`config.mk`:
```
export PLATFORM = sky130hd
export DESIGN_NAME = bsg_alu_resp
export DESIGN_NICKNAME = d
export VERILOG_FILES = /design/src/rtl/bsg_alu_resp.sv
export SDC_FILE = /design/constraint.sdc
export NUM_CORES = 1
export LEC_CHECK = 0
export ABC_AREA = 1
export ABC_CLOCK_PERIOD_IN_PS = 2330
export CAP_MARGIN = 20
export CORE_ASPECT_RATIO = 1.25
export CORE_MARGIN = 2
export CORE_UTILIZATION = 48
export CTS_CLUSTER_SIZE = 28
export DETAILED_ROUTE_END_ITERATION = 16
export GPL_TIMING_DRIVEN = 0
export PLACE_DENSITY = 0.74
export SYNTH_ARGS = -nofsm -noshare
export SYNTH_HDL_FRONTEND = slang
export SYNTH_SLANG_ARGS = --single-unit
```
`constraint.sdc`:
```
create_clock -name clk_i -period 2.33 [get_ports clk_i]
set_clock_uncertainty 0.2 [all_clocks]
set_input_delay 0.233 -clock clk_i [delete_from_list [all_inputs] [get_ports clk_i]]
set_output_delay 0.233 -clock clk_i [all_outputs]
set_load 0.01 [all_outputs]
```
`src/rtl/bsg_alu_resp.sv`:
```
// Handshaked ALU responder: valid/ready request in, 2-entry in-order valid/yumi result queue out.
// Latency 1 cycle (accept at edge N, result visible in cycle N+1); 1 op/cycle when consumed every cycle.
// Backpressure: ready_o drops when both queue entries are held; optional sticky overflow via BSG_ALU_RESP_STICKY_OV_EN.
module bsg_alu_resp #(
    parameter int width_p  = 4,
    parameter int harden_p = 0
) (
    input  logic               clk_i,
    input  logic               reset_i,
    input  logic               v_i,
    output logic               ready_o,
    input  logic [1:0]         control_i,
    input  logic [width_p-1:0] a_i,
    input  logic [width_p-1:0] b_i,
    output logic               v_o,
    output logic [width_p-1:0] res_o,
    output logic               ov_o,
    input  logic               yumi_i
`ifdef BSG_ALU_RESP_STICKY_OV_EN
    ,
    output logic               ov_sticky_o,
    input  logic               ov_clear_i
`endif
);

    typedef struct packed {
        logic [width_p-1:0] res;
        logic               ov;
    } entry_t;

    logic [width_p-1:0] res_n;
    logic               ov_n;

    // The hardened datapath shares one adder for add/sub and derives ov from msb carries.
    if (harden_p != 0) begin : g_hard
        logic               sub;
        logic [width_p-1:0] b_eff;
        logic [width_p:0]   sum_w;
        logic               c_msb;

        always_comb begin
            sub   = control_i[0];
            b_eff = sub ? ~b_i : b_i;
            sum_w = {1'b0, a_i} + {1'b0, b_eff} + {{width_p{1'b0}}, sub};
            c_msb = sum_w[width_p-1] ^ a_i[width_p-1] ^ b_eff[width_p-1];
            res_n = '0;
            ov_n  = 1'b0;
            if (control_i[1]) begin
                res_n = control_i[0] ? (a_i | b_i) : (a_i & b_i);
            end else begin
                res_n = sum_w[width_p-1:0];
                ov_n  = c_msb ^ sum_w[width_p];
            end
        end
    end else begin : g_soft
        always_comb begin
            res_n = '0;
            ov_n  = 1'b0;
            case (control_i)
                2'b00: begin
                    res_n = a_i + b_i;
                    ov_n  = (a_i[width_p-1] == b_i[width_p-1]) &&
                            (res_n[width_p-1] != a_i[width_p-1]);
                end
                2'b01: begin
                    res_n = a_i - b_i;
                    ov_n  = (a_i[width_p-1] != b_i[width_p-1]) &&
                            (res_n[width_p-1] != a_i[width_p-1]);
                end
                2'b10:   res_n = a_i & b_i;
                default: res_n = a_i | b_i;
            endcase
        end
    end

    entry_t     mem_q [2];
    logic       rd_ptr_q;
    logic       wr_ptr_q;
    logic [1:0] cnt_q;
    logic       enq;
    logic       deq;
    entry_t     head;

    assign ready_o = (cnt_q != 2'd2) & ~reset_i;
    assign v_o     = (cnt_q != 2'd0);
    assign enq     = v_i & ready_o;
    assign deq     = yumi_i & v_o;
    assign head    = mem_q[rd_ptr_q];
    assign res_o   = head.res;
    assign ov_o    = head.ov;

    always_ff @(posedge clk_i) begin
        if (reset_i) begin
            cnt_q    <= 2'd0;
            rd_ptr_q <= 1'b0;
            wr_ptr_q <= 1'b0;
            mem_q[0] <= '0;
            mem_q[1] <= '0;
        end else begin
            if (enq) begin
                mem_q[wr_ptr_q] <= '{res: res_n, ov: ov_n};
                wr_ptr_q        <= ~wr_ptr_q;
            end
            if (deq) begin
                rd_ptr_q <= ~rd_ptr_q;
            end
            case ({enq, deq})
                2'b10:   cnt_q <= cnt_q + 2'd1;
                2'b01:   cnt_q <= cnt_q - 2'd1;
                default: cnt_q <= cnt_q;
            endcase
        end
    end

`ifdef BSG_ALU_RESP_STICKY_OV_EN
    logic ov_sticky_q;

    // A new overflow outranks a clear arriving in the same cycle.
    always_ff @(posedge clk_i) begin
        if (reset_i) begin
            ov_sticky_q <= 1'b0;
        end else if (enq && ov_n) begin
            ov_sticky_q <= 1'b1;
        end else if (ov_clear_i) begin
            ov_sticky_q <= 1'b0;
        end
    end

    assign ov_sticky_o = ov_sticky_q;
`endif

    always_ff @(posedge clk_i) begin
        if (!reset_i) begin
            assert (!(yumi_i && !v_o));
        end
    end

endmodule
```
# Word level (Yosys, flattened, before mapping)
# Memories as Yosys holds them, arrays and structs flattened. A register that Yosys moved wholly into a read port is not among the register bits.
# Index checks and enable logic that the tools add are counted.
[totals]
ff_bits = 4
mem_bits_rw = 10
input_bits = 14
n_memories = 1
[mem_list]
columns = ["memory", "words", "word_bits", "rd", "rd_ports_with_merged_regs", "wr", "line", "text"]
rows = [
  ["mem_q", 2, 5, 1, 1, 2, "76", "entry_t mem_q [2];"],
]
[classes]
n_addsub = 4
eq_ne = 9
muxes = 13
bitwise_logic = 8
n_reduce_logical = 6
[ops]
columns = ["op", "count"]
rows = [
  ["$pmux 4 s3", 1],
  ["$mux 1", 9],
  ["$mux 5", 1],
  ["$reduce_or 5->1", 1],
  ["$add 4x4->4", 1],
  ["$and 4x4->4", 1],
  ["$eq 2x1->1 const B", 2],
  ["$eq 2x2->1 const B", 2],
  ["$or 4x4->4", 1],
  ["$pmux 2 s2", 1],
  ["$reduce_bool 2->1", 2],
  ["$sub 4x4->4", 1],
  ["$and 1x1->1", 3],
  ["$ne 1x1->1", 3],
  ["$not 1->1", 3],
  ["$add 2x1->2 const B", 1],
  ["$logic_and 1x1->1", 2],
  ["$logic_not 2->1", 1],
  ["$ne 2x2->1 const B", 1],
  ["$pmux 1 s2", 1],
  ["$sub 2x1->2 const B", 1],
  ["$eq 1x1->1", 1],
]

# Depth between registers and ports, before layout
# Gate-level depths: netlist of run 1.
[depth]
word_depth = 8
depth_mapped = 10
mapped_depth_nobuf = 10

# Least setup slack after synthesis of run 1
# No wires, ideal clock.
[synth_timing]
kind = "in2reg"
from = "input port a_i[0]"
to = "memory mem_q[0][3] (netlist bit), data pin"
setup_ns = 0.254
arrival_ns = 1.491
required_time_ns = 1.876
path_slack_ns = 0.385
cell_stages = 9
cell_sequence = "inv_1 -> ha_1 -> inv_1 -> fa_1 -> or2_2 -> nand3_1 -> o211ai_1 -> nor2_2 -> nor2_1"
[synth_rtl]
columns = ["element", "line", "text"]
rows = [
  ["from (decl)", "13", "input logic [width_p-1:0] a_i,"],
  ["to (decl)", "76", ""],
]

==> results of run 1 <==
## metrics by stage
step                setup WS, ns  hold slack, ns  TNS [ns]  power, mW
floorplan                  0.385           0.225         0      0.482
global placement          -0.157           0.239    -0.317      0.563
detailed placement        -0.178           0.252    -0.439      0.573
CTS                        0.113           0.206         0      0.713
global route             0.00122           0.231         0      0.759
finish                     0.124           0.200         0      0.712
## cell usage after synthesis
cell and count:
o21ai_4 1, buf_6 2, dfxtp_1 5, o21ai_0 5, a21oi_2 1, inv_2 2
inv_1 19, and2_2 1, fa_1 2, o211ai_1 1, nor2_1 14, or2_4 1
nor3_1 3, nand2_2 2, or2_2 2, nand3_2 1, a21oi_1 9, nor2_2 2
edfxtp_1 10, nand2_1 22, ha_1 12, nand3_1 8, mux2_2 5, o22ai_1 1
nand4_1 2
## final cells by class
cell class              instances  area, um^2
plain buffers                   2        22.5
fillers                       207         842
inverters                      21        78.8
repair buffers                 18         180
well taps                      31        38.8
clock buffers                   4        26.3
flip-flops and latches         15         400
multi-input cells              95         622
## layer usage
layer	part of all wire, %	vias to the layer above	wire (um)
met5	0	-	0
met4	1.4	0	27
met3	3.6	2	70
met2	54	30	1040
met1	41	406	781
li1	-	485	-
## power breakdown
part	switching, mW	internal [mW]	leakage, nW
Combinational	0.120	0.120	0.458
Sequential	0.0142	0.312	0.146
Clock	0.0802	0.0665	0.0150
## kinds of logic after synthesis
logic type,after synthesis
simple gates,58
buf+inv,23
compound gates,18
flops,15
fa+ha+maj,14
mux,5
## state kept, by name (all words and copies together) (netlist names), named ones only
name,cells
rd_ptr_q,1
wr_ptr_q,1
mem_q,10
cnt_q,2
## tightest hold or removal path: stages
cell and delay (ns):
buf_6 0.11, nand3_1 0.08, nand2_1 0.07, nor2_1 0.08
## how the worst max path moves through the flow
stage	from	to	cells after the start
finish	b_i[0]	mem_q[1][3]$_SDFFCE_PN0P_	9
global route	a_i[0]	mem_q[0][3]$_SDFFCE_PN0P_	10
CTS	a_i[0]	mem_q[1][3]$_SDFFCE_PN0P_	10
detailed placement	a_i[0]	mem_q[1][3]$_SDFFCE_PN0P_	10
global placement	b_i[0]	mem_q[0][3]$_SDFFCE_PN0P_	9
floorplan	a_i[0]	mem_q[0][3]$_SDFFCE_PN0P_	9
==> summary.md, run 1 <==
| Metric | Value |
|---|---|
| Run status | finished clean |
| Cells on worst reg2reg path | 9 |
| Syn Inst Count | 133 |
| M1 GR Usage | 17.3% |
| Synthesis Warnings | 0 |
| Clk pin slew, worst setup/hold paths | 0.08 ns |
| Synth Register Bits | 15 |
| Hold path depth | 4 |
| Via Count | 923 |
| Post-CTS Resized | 0 |
| Core Footprint | 2210 um^2 |
| Syn Std Cell Area | 1120 um^2 |
| I/O pin count | 21 |
| Final min period | 2.21 ns |
| Tcrit/Tclk final | 94.7% |
| Placed inst area | 1340 um^2 |
| GR peak layer | met2 |
| DRT Pass-1 Iters | 4 |
| CP arrival | 2.04 ns |
| Clk Latency, worst-skew pair | 0.28 ns |
| R2R setup slack | 0.46 ns |
| Pin count of the biggest net entering global routing | 11 |
| Crit path max-delay family | adder cells |
| Met2 usage | 29.3% |
| Peak Freq | 453 MHz |
| Share of cells above drive strength 1 | 14.8% |
| Post-route ant nets | 0 |
| Iteration-0 DRC Markers | 34 |
| Top-area cell type share of the netlist area | 26.7% |
| Commonest cells after routing, fill and taps aside | nand2_1 (22), inv_1 (19), clkdlybuf4s50_1 (18) |
| Routed wire length per instance | 10.3 um |
| Min-delay worst type | input pin to flip-flop |
| First-pass GRT wire length | 3270 um |
| Reg-to-Reg End | cnt_q[1]$_SDFFE_PP0P_ |
| Main combinational cell family by area after synthesis | simple AND/OR/NAND/NOR gates |
| Synthesized net count | 161 |
| Die X | 47.3 um |
| RSZ-0062 raised after global routing | false |
| HPWL Detailed | 1640 um |
| Post-Synth Simple-Gate Area | 23.7% |
| Die ar. | 2750 um^2 |
| Final GP Congestion | 0.785 |
| TritonCTS Buffers | 3 |
| Initial antenna violation count | 0 |
| Post-synth top area cell | edfxtp_1 |
| Final Core Density | 61.9% |
| Placed cells | 182 |
| Clock Sinks | 15 |
| Synth Area in Compound Gates | 9.69% |
| Setup crit end kind | flip-flop |
| Commonest non-fill, non-tap cell in the layout | nand2_1 |
| Yosys cell types | 25 |
| Hold endpoint | mem_q[0][4]$_SDFFCE_PN0P_ |
| Buf/Inv on CP | 2 |
| Met3 Use GR | 1.87% |
| Hold Buf Count CTS | 0 |
| Port Buffers | 18 |
| Seq/Total Area, Yosys | 35.6% |
| Residual DRC count | 0 |
| Max-cap violations | 0 |
| Worst Hold Launch | control_i[0] |
| Gr usage total | 16.2% |
| CTS tree | built |
| CTS Root Buffer Type | clkbuf_4 |
| Worst Max-Slew Pin Slew | 0.278 ns |
| Clock tree buffer depth | 2 |
| H-tree levels | 1 |
| GRT overflow | 0 |
| Pwr dens | 520 nW/um^2 |
| Avg Cell Area, Syn | 8.45 um^2 |
| CP max stage cell | clkdlybuf4s50_1 |
| VDD IR max | 0.000310 V |
| Post-CTS setup buffer count | 0 |
| Cell area after layout | 1370 um^2 |
| XOR/XNOR Fraction of Synth Area | 0% |
| Critical path, cell by cell | clkdlybuf4s50_1, ha_1, inv_1, fa_1, or2_2, nand3_1, o211ai_1, nor2_2, nor2_1 |
| Post-Layout Cell Count | 186 |
| Area growth syn-to-layout | 21.8% |
| Nets | 184 |
| Count of final max-slew check failures | 0 |
| Post-synthesis adder-cell area fraction | 16.9% |
| Starting Density | 50.8% |
| Antenna cells | 0 |
| Number of global-route vias before repair | 830 |
| CP peak stage delay | 0.50 ns |
| FF-to-FF Start | cnt_q[0]$_SDFFE_PP0P_ |
| Core Rows | 19 |
| Max FO, Critical Path | 3 |
| Chip height | 58.1 um |
| Critical path class | input pin to flip-flop |
| Routed WL | 1920 um |
| Mux contribution to synthesized area | 5.01% |
| Final Hold Fails | 0 |
| Worst EP required | 2.17 ns |
| Max-slew headroom | 81.3% |
| Crit start category | input pin |
| Largest cells by area after synthesis | edfxtp_1 (27%), ha_1 (13%), dfxtp_1 (8.9%), nand2_1 (7.3%), inv_1 (6.3%) |
| Vias/cell | 4.96 |
| Finish-stage setup viols | 0 |
| Leakage | 0.618 nW |
No activity file was read; power rests on OpenSTA's default activity.
==> run 2, diff against run 1 <==
Settings changed: ABC_CLOCK_PERIOD_IN_PS 2330 to 2050, GPL_TIMING_DRIVEN 0 to unset, SLEW_MARGIN set to 10.
Clock period 2.33 ns to 2.05 ns, I/O delays scaled along.
==> run 2 against run 1 <==
Compared with the run above:
- die area unchanged
- core utilization up 6.3 points
- design area up 10%
- register-to-register slack got worse by 0.20 ns
- setup slack got worse by 0.031 ns
- critical path depth fell by 7
- combinational power grew 30%
- non-clock buffer count up 13
- cell count rose by 7.0%
- power is 18% higher
- via count up 9.2%
- critical path type is now flip-flop to output port
- largest cell class unchanged
- largest power group unchanged
==> summary.md, run 2 (synthesis gave the netlist of run 1 again) <==
| Metric | Value |
|---|---|
| Run status | finished clean |
| VDD IR max | 0.000307 V |
| Cell area after layout | 1510 um^2 |
| Routed WL | 2150 um |
| Iteration-0 DRC Markers | 14 |
| CP max stage cell | clkdlybuf4s50_1 |
| Starting Density | 50.8% |
| Critical path class | flip-flop to output port |
| Residual DRC count | 0 |
| Core Footprint | 2210 um^2 |
| CTS tree | built |
| Pin count of the biggest net entering global routing | 11 |
| Post-route ant nets | 0 |
| Crit start category | flip-flop |
| Hold Buf Count CTS | 0 |
| CP arrival | 1.55 ns |
| Commonest cells after routing, fill and taps aside | nand2_1 (21), clkdlybuf4s50_1 (17), inv_1 (15) |
| Commonest non-fill, non-tap cell in the layout | nand2_1 |
| Max FO, Critical Path | 5 |
| Leakage | 0.685 nW |
| Max-slew headroom | 76.4% |
| Clock tree buffer depth | 2 |
| Final min period | 1.96 ns |
| Port Buffers | 20 |
| Antenna cells | 0 |
| Number of global-route vias before repair | 996 |
| Count of final max-slew check failures | 0 |
| Clk pin slew, worst setup/hold paths | 0.09 ns |
| H-tree levels | 1 |
| Die ar. | 2750 um^2 |
| Critical path, cell by cell | mux2_2, clkdlybuf4s50_1 |
| Setup ws final | 0.0935 ns |
| Finish-stage setup viols | 0 |
| Die X | 47.3 um |
| Clk Latency, worst-skew pair | 0.28 ns |
| Tcrit/Tclk final | 95.4% |
| GRT overflow | 0 |
| Final Hold Fails | 0 |
| Via Count | 1008 |
| Largest Register | mem_q |
| CP peak stage delay | 0.48 ns |
| Biggest regs | mem_q (10), cnt_q (2) |
| Worst EP required | 1.64 ns |
| Vias/cell | 5.07 |
| Nets | 197 |
| Chip height | 58.1 um |
| Pre-CTS setup slack | -0.409 ns |
| Max reg flops | 10 |
| Area growth syn-to-layout | 34.2% |
| First-pass GRT wire length | 3820 um |
| Worst Max-Slew Pin Slew | 0.353 ns |
| TritonCTS Buffers | 3 |
| HPWL Detailed | 1810 um |
| Clock Sinks | 15 |
| I/O pin count | 21 |
| Placed inst area | 1430 um^2 |
| Setup crit end kind | output port |
| Core Rows | 19 |
| Max-cap violations | 0 |
| Initial antenna violation count | 0 |
| DRT Pass-1 Iters | 4 |
| Routed wire length per instance | 10.8 um |
| Share of cells above drive strength 1 | 28.0% |
| CTS Root Buffer Type | clkbuf_4 |
| RSZ-0062 raised after global routing | false |
| Gr usage total | 18.7% |
| Hold WS | 0.259 ns |
| Min-delay worst type | flip-flop to flip-flop |
| Pwr dens | 557 nW/um^2 |
| Peak Freq | 511 MHz |
| Final GP Congestion | 0.868 |
| Fin Setup TNS | 0 ns |
run 2: layout make-up:
type,instances,area [um^2]
Clock inverter,1,5.00
Multi-Input combinational cell,95,664
Fill cell,186,703
Sequential cell,15,400
Inverter,21,78.8
Timing Repair Buffer,33,298
Tap cell,31,38.8
Clock buffer,3,22.5
run 2: where the power goes:
group          total [mW]  switching [mW]  internal [mW]  leakage (nW)
clock network       0.160          0.0874         0.0723        0.0177
logic               0.310           0.150          0.159         0.521
registers           0.371          0.0165          0.354         0.146
total               0.840           0.254          0.586         0.685
run 2: layer usage:
layer	global-route usage [%]	routed length [um]	vias up
li1	-	-	512
met1	20.6	818	461
met2	33.6	1210	27
met3	2.49	64	8
met4	7.94	52	0
met5	0	0	-
run 2: timing repair:
item,in CTS,in global routing
pin swaps,3,2
buffers inserted,1,0
setup endpoints to repair,2,7
hold endpoints to repair,0,0
gates cloned,0,0
gates resized for setup,9,9
run 2: stage by stage:
| stage | util [%] | total power, mW | instances |
|---|---|---|---|
| finish | 68.2 | 0.840 | 199 |
| global route | 68.2 | 0.901 | 199 |
| CTS | 66.7 | 0.835 | 199 |
| detailed placement | 64.7 | 0.673 | 194 |
| global placement | 64.7 | 0.659 | 194 |
| floorplan | - | 0.548 | 133 |
run 2: worst paths after layout:
check / start / end / slack, ns / depth (start not counted)
setup reg to reg: cnt_q[0]$_SDFFE_PP0P_ / cnt_q[1]$_SDFFE_PP0P_ / 0.26 / 9
hold reg to reg: rd_ptr_q$_SDFFE_PP0P_ / flip-flop / 0.26 / 1
hold / removal: rd_ptr_q$_SDFFE_PP0P_ / flip-flop / 0.26 / 1
setup / recovery: flip-flop / res_o[3] / 0.09 / 2
run 2: worst max-delay path, delay by kind of cell (launching register included):
family   cells  cell delay [ns]
flops        1             0.44
mux          1             0.36
buf+inv      1             0.48
==> run 3, diff against run 2 <==
Settings changed: CORE_UTILIZATION 48 to 51, PLACE_DENSITY 0.74 to 0.78.
==> run 3 against run 2 <==
Compared with the run above:
- fmax up 0.10%
- clock power down 3%
- core utilization up 0.64 points
- largest power group unchanged
- sequential share of layout area up 0.72 points
- routed wire length down 0.33%
- power down 1.1%
- global-route usage down 0.52 points
==> summary.md, run 3 (synthesis gave the netlist of run 1 again) <==
| Metric | Value |
|---|---|
| Layout fillers | 174 |
| Pin count of the biggest net entering global routing | 11 |
| Tcrit/Tclk final | 95.3% |
| Max-cap violations | 0 |
| Antenna cells | 0 |
| Worst EP required | 1.87 ns |
| Worst Hold Launch | rd_ptr_q$_SDFFE_PP0P_ |
| Clk Latency, worst-skew pair | 0.27 ns |
| Iteration-0 DRC Markers | 24 |
| Core Rows | 19 |
| RSZ-0062 raised after global routing | false |
| Share of cells above drive strength 1 | 24.1% |
| Number of global-route vias before repair | 953 |
| Finish-stage setup viols | 0 |
| Die ar. | 2600 um^2 |
| Worst Max-Slew Pin Slew | 0.354 ns |
| Final GP Congestion | 0.858 |
| Final Hold Fails | 0 |
| Count of final max-slew check failures | 0 |
| FF-to-FF Start | cnt_q[0]$_SDFFE_PP0P_ |
| Placed inst area | 1410 um^2 |
| CTS Root Buffer Type | clkbuf_4 |
| Nets | 195 |
| Cell area after layout | 1470 um^2 |
| DRT Pass-1 Iters | 4 |
| Leakage | 0.677 nW |
| Max FO, Critical Path | 4 |
| Routed wire length per instance | 11.4 um |
| Residual DRC count | 0 |
| Run status | finished clean |
| R2R setup slack | 0.23 ns |
| Max reg flops | 10 |
| Initial antenna violation count | 0 |
| Core Footprint | 2140 um^2 |
| HPWL Detailed | 1790 um |
| Post-route ant nets | 0 |
| Chip height | 56.5 um |
| Cells on worst reg2reg path | 9 |
| Biggest regs | mem_q (10), cnt_q (2) |
| CTS tree | built |
| Peak Freq | 512 MHz |
| Pre-CTS setup slack | -0.422 ns |
| Starting Density | 52.5% |
| Setup ws final | 0.0955 ns |
| Post-CTS setup buffer count | 0 |
| VDD IR max | 0.000271 V |
| Fin Setup TNS | 0 ns |
| Gr usage total | 18.1% |
| Commonest cells after routing, fill and taps aside | nand2_1 (22), inv_1 (17), clkdlybuf4s50_1 (17) |
| H-tree levels | 1 |
| Clock Sinks | 15 |
| TritonCTS Buffers | 3 |
| Via Count | 993 |
| Critical path class | input pin to flip-flop |
| Setup crit end kind | flip-flop |
| Clk pin slew, worst setup/hold paths | 0.08 ns |
| Final min period | 1.95 ns |
| GRT overflow | 0 |
| Pwr dens | 564 nW/um^2 |
| Setup crit end | mem_q[0][3]$_SDFFCE_PN0P_ |
| Commonest non-fill, non-tap cell in the layout | nand2_1 |
| Max-slew headroom | 76.3% |
| Port Buffers | 20 |
| Crit start category | input pin |
| Min-delay worst type | flip-flop to flip-flop |
| Routed WL | 2140 um |
| Largest Register | mem_q |
| Reg-to-Reg End | cnt_q[1]$_SDFFE_PP0P_ |
| First-pass GRT wire length | 3550 um |
| Vias/cell | 5.31 |
| CP arrival | 1.78 ns |
| Die X | 46.0 um |
| Area growth syn-to-layout | 31.1% |
| I/O pin count | 21 |
| Critical path origin | b_i[1] |
| Clock tree buffer depth | 2 |
| Total power | 830 uW |
| Hold Buf Count CTS | 0 |
run 3: power breakdown:
group          switching [mW]  internal, mW  leakage (nW)  total [mW]
Combinational           0.149         0.155         0.515       0.304
Clock                  0.0793        0.0752        0.0150       0.155
Sequential             0.0168         0.355         0.146       0.372
run 3: worst min path at each step:
stage                                       end  slack, ns  cells past startpoint
after floorplan           cnt_q[0]$_SDFFE_PP0P_       0.20                      3
after global placement    rd_ptr_q$_SDFFE_PP0P_       0.24                      1
after detailed placement              flip-flop       0.25                      1
after CTS                             flip-flop       0.26                      1
after global routing      rd_ptr_q$_SDFFE_PP0P_       0.29                      1
final                                 flip-flop       0.26                      1
run 3: timing repair:
| action | in CTS | in global routing |
|---|---|---|
| setup endpoints to repair | 2 | 5 |
| resized for setup | 7 | 6 |
| pin swaps | 4 | 1 |
run 3: through the flow:
step,utilization (%),hold WS [ns],std cells
after floorplan,-,0.204,133
after global placement,65.9,0.239,183
after detailed placement,65.9,0.249,183
after CTS,67.5,0.264,187
after global routing,68.8,0.290,187
final,68.8,0.263,187
run 3: final cells by class:
cell class / count / area [um^2] / share of cell area, %
clock buffers: 4 / 26.3 / 1.78
inverters: 21 / 78.8 / 5.35
multi-input cells: 95 / 657 / 44.6
flip-flops and latches: 15 / 402 / 27.3
well taps: 21 / 26.3 / 1.78
repair buffers: 31 / 283 / 19.2
run 3: per-layer routing:
| metal | vias up | routed length (um) | track usage [%] |
|---|---|---|---|
| li1 | 502 | - | - |
| met1 | 451 | 806 | 18.7 |
| met2 | 34 | 1210 | 33.1 |
| met3 | 6 | 73 | 1.29 |
| met4 | 0 | 52 | 10.6 |
| met5 | - | 0 | 0 |
run 3: worst max-delay path: stages:
cell	delay, ns
clkdlybuf4s50_1	0.49
inv_2	0.09
fa_2	0.37
or2_2	0.30
nand3_1	0.07
o211ai_1	0.10
nor2_2	0.11
nor2_1	0.05
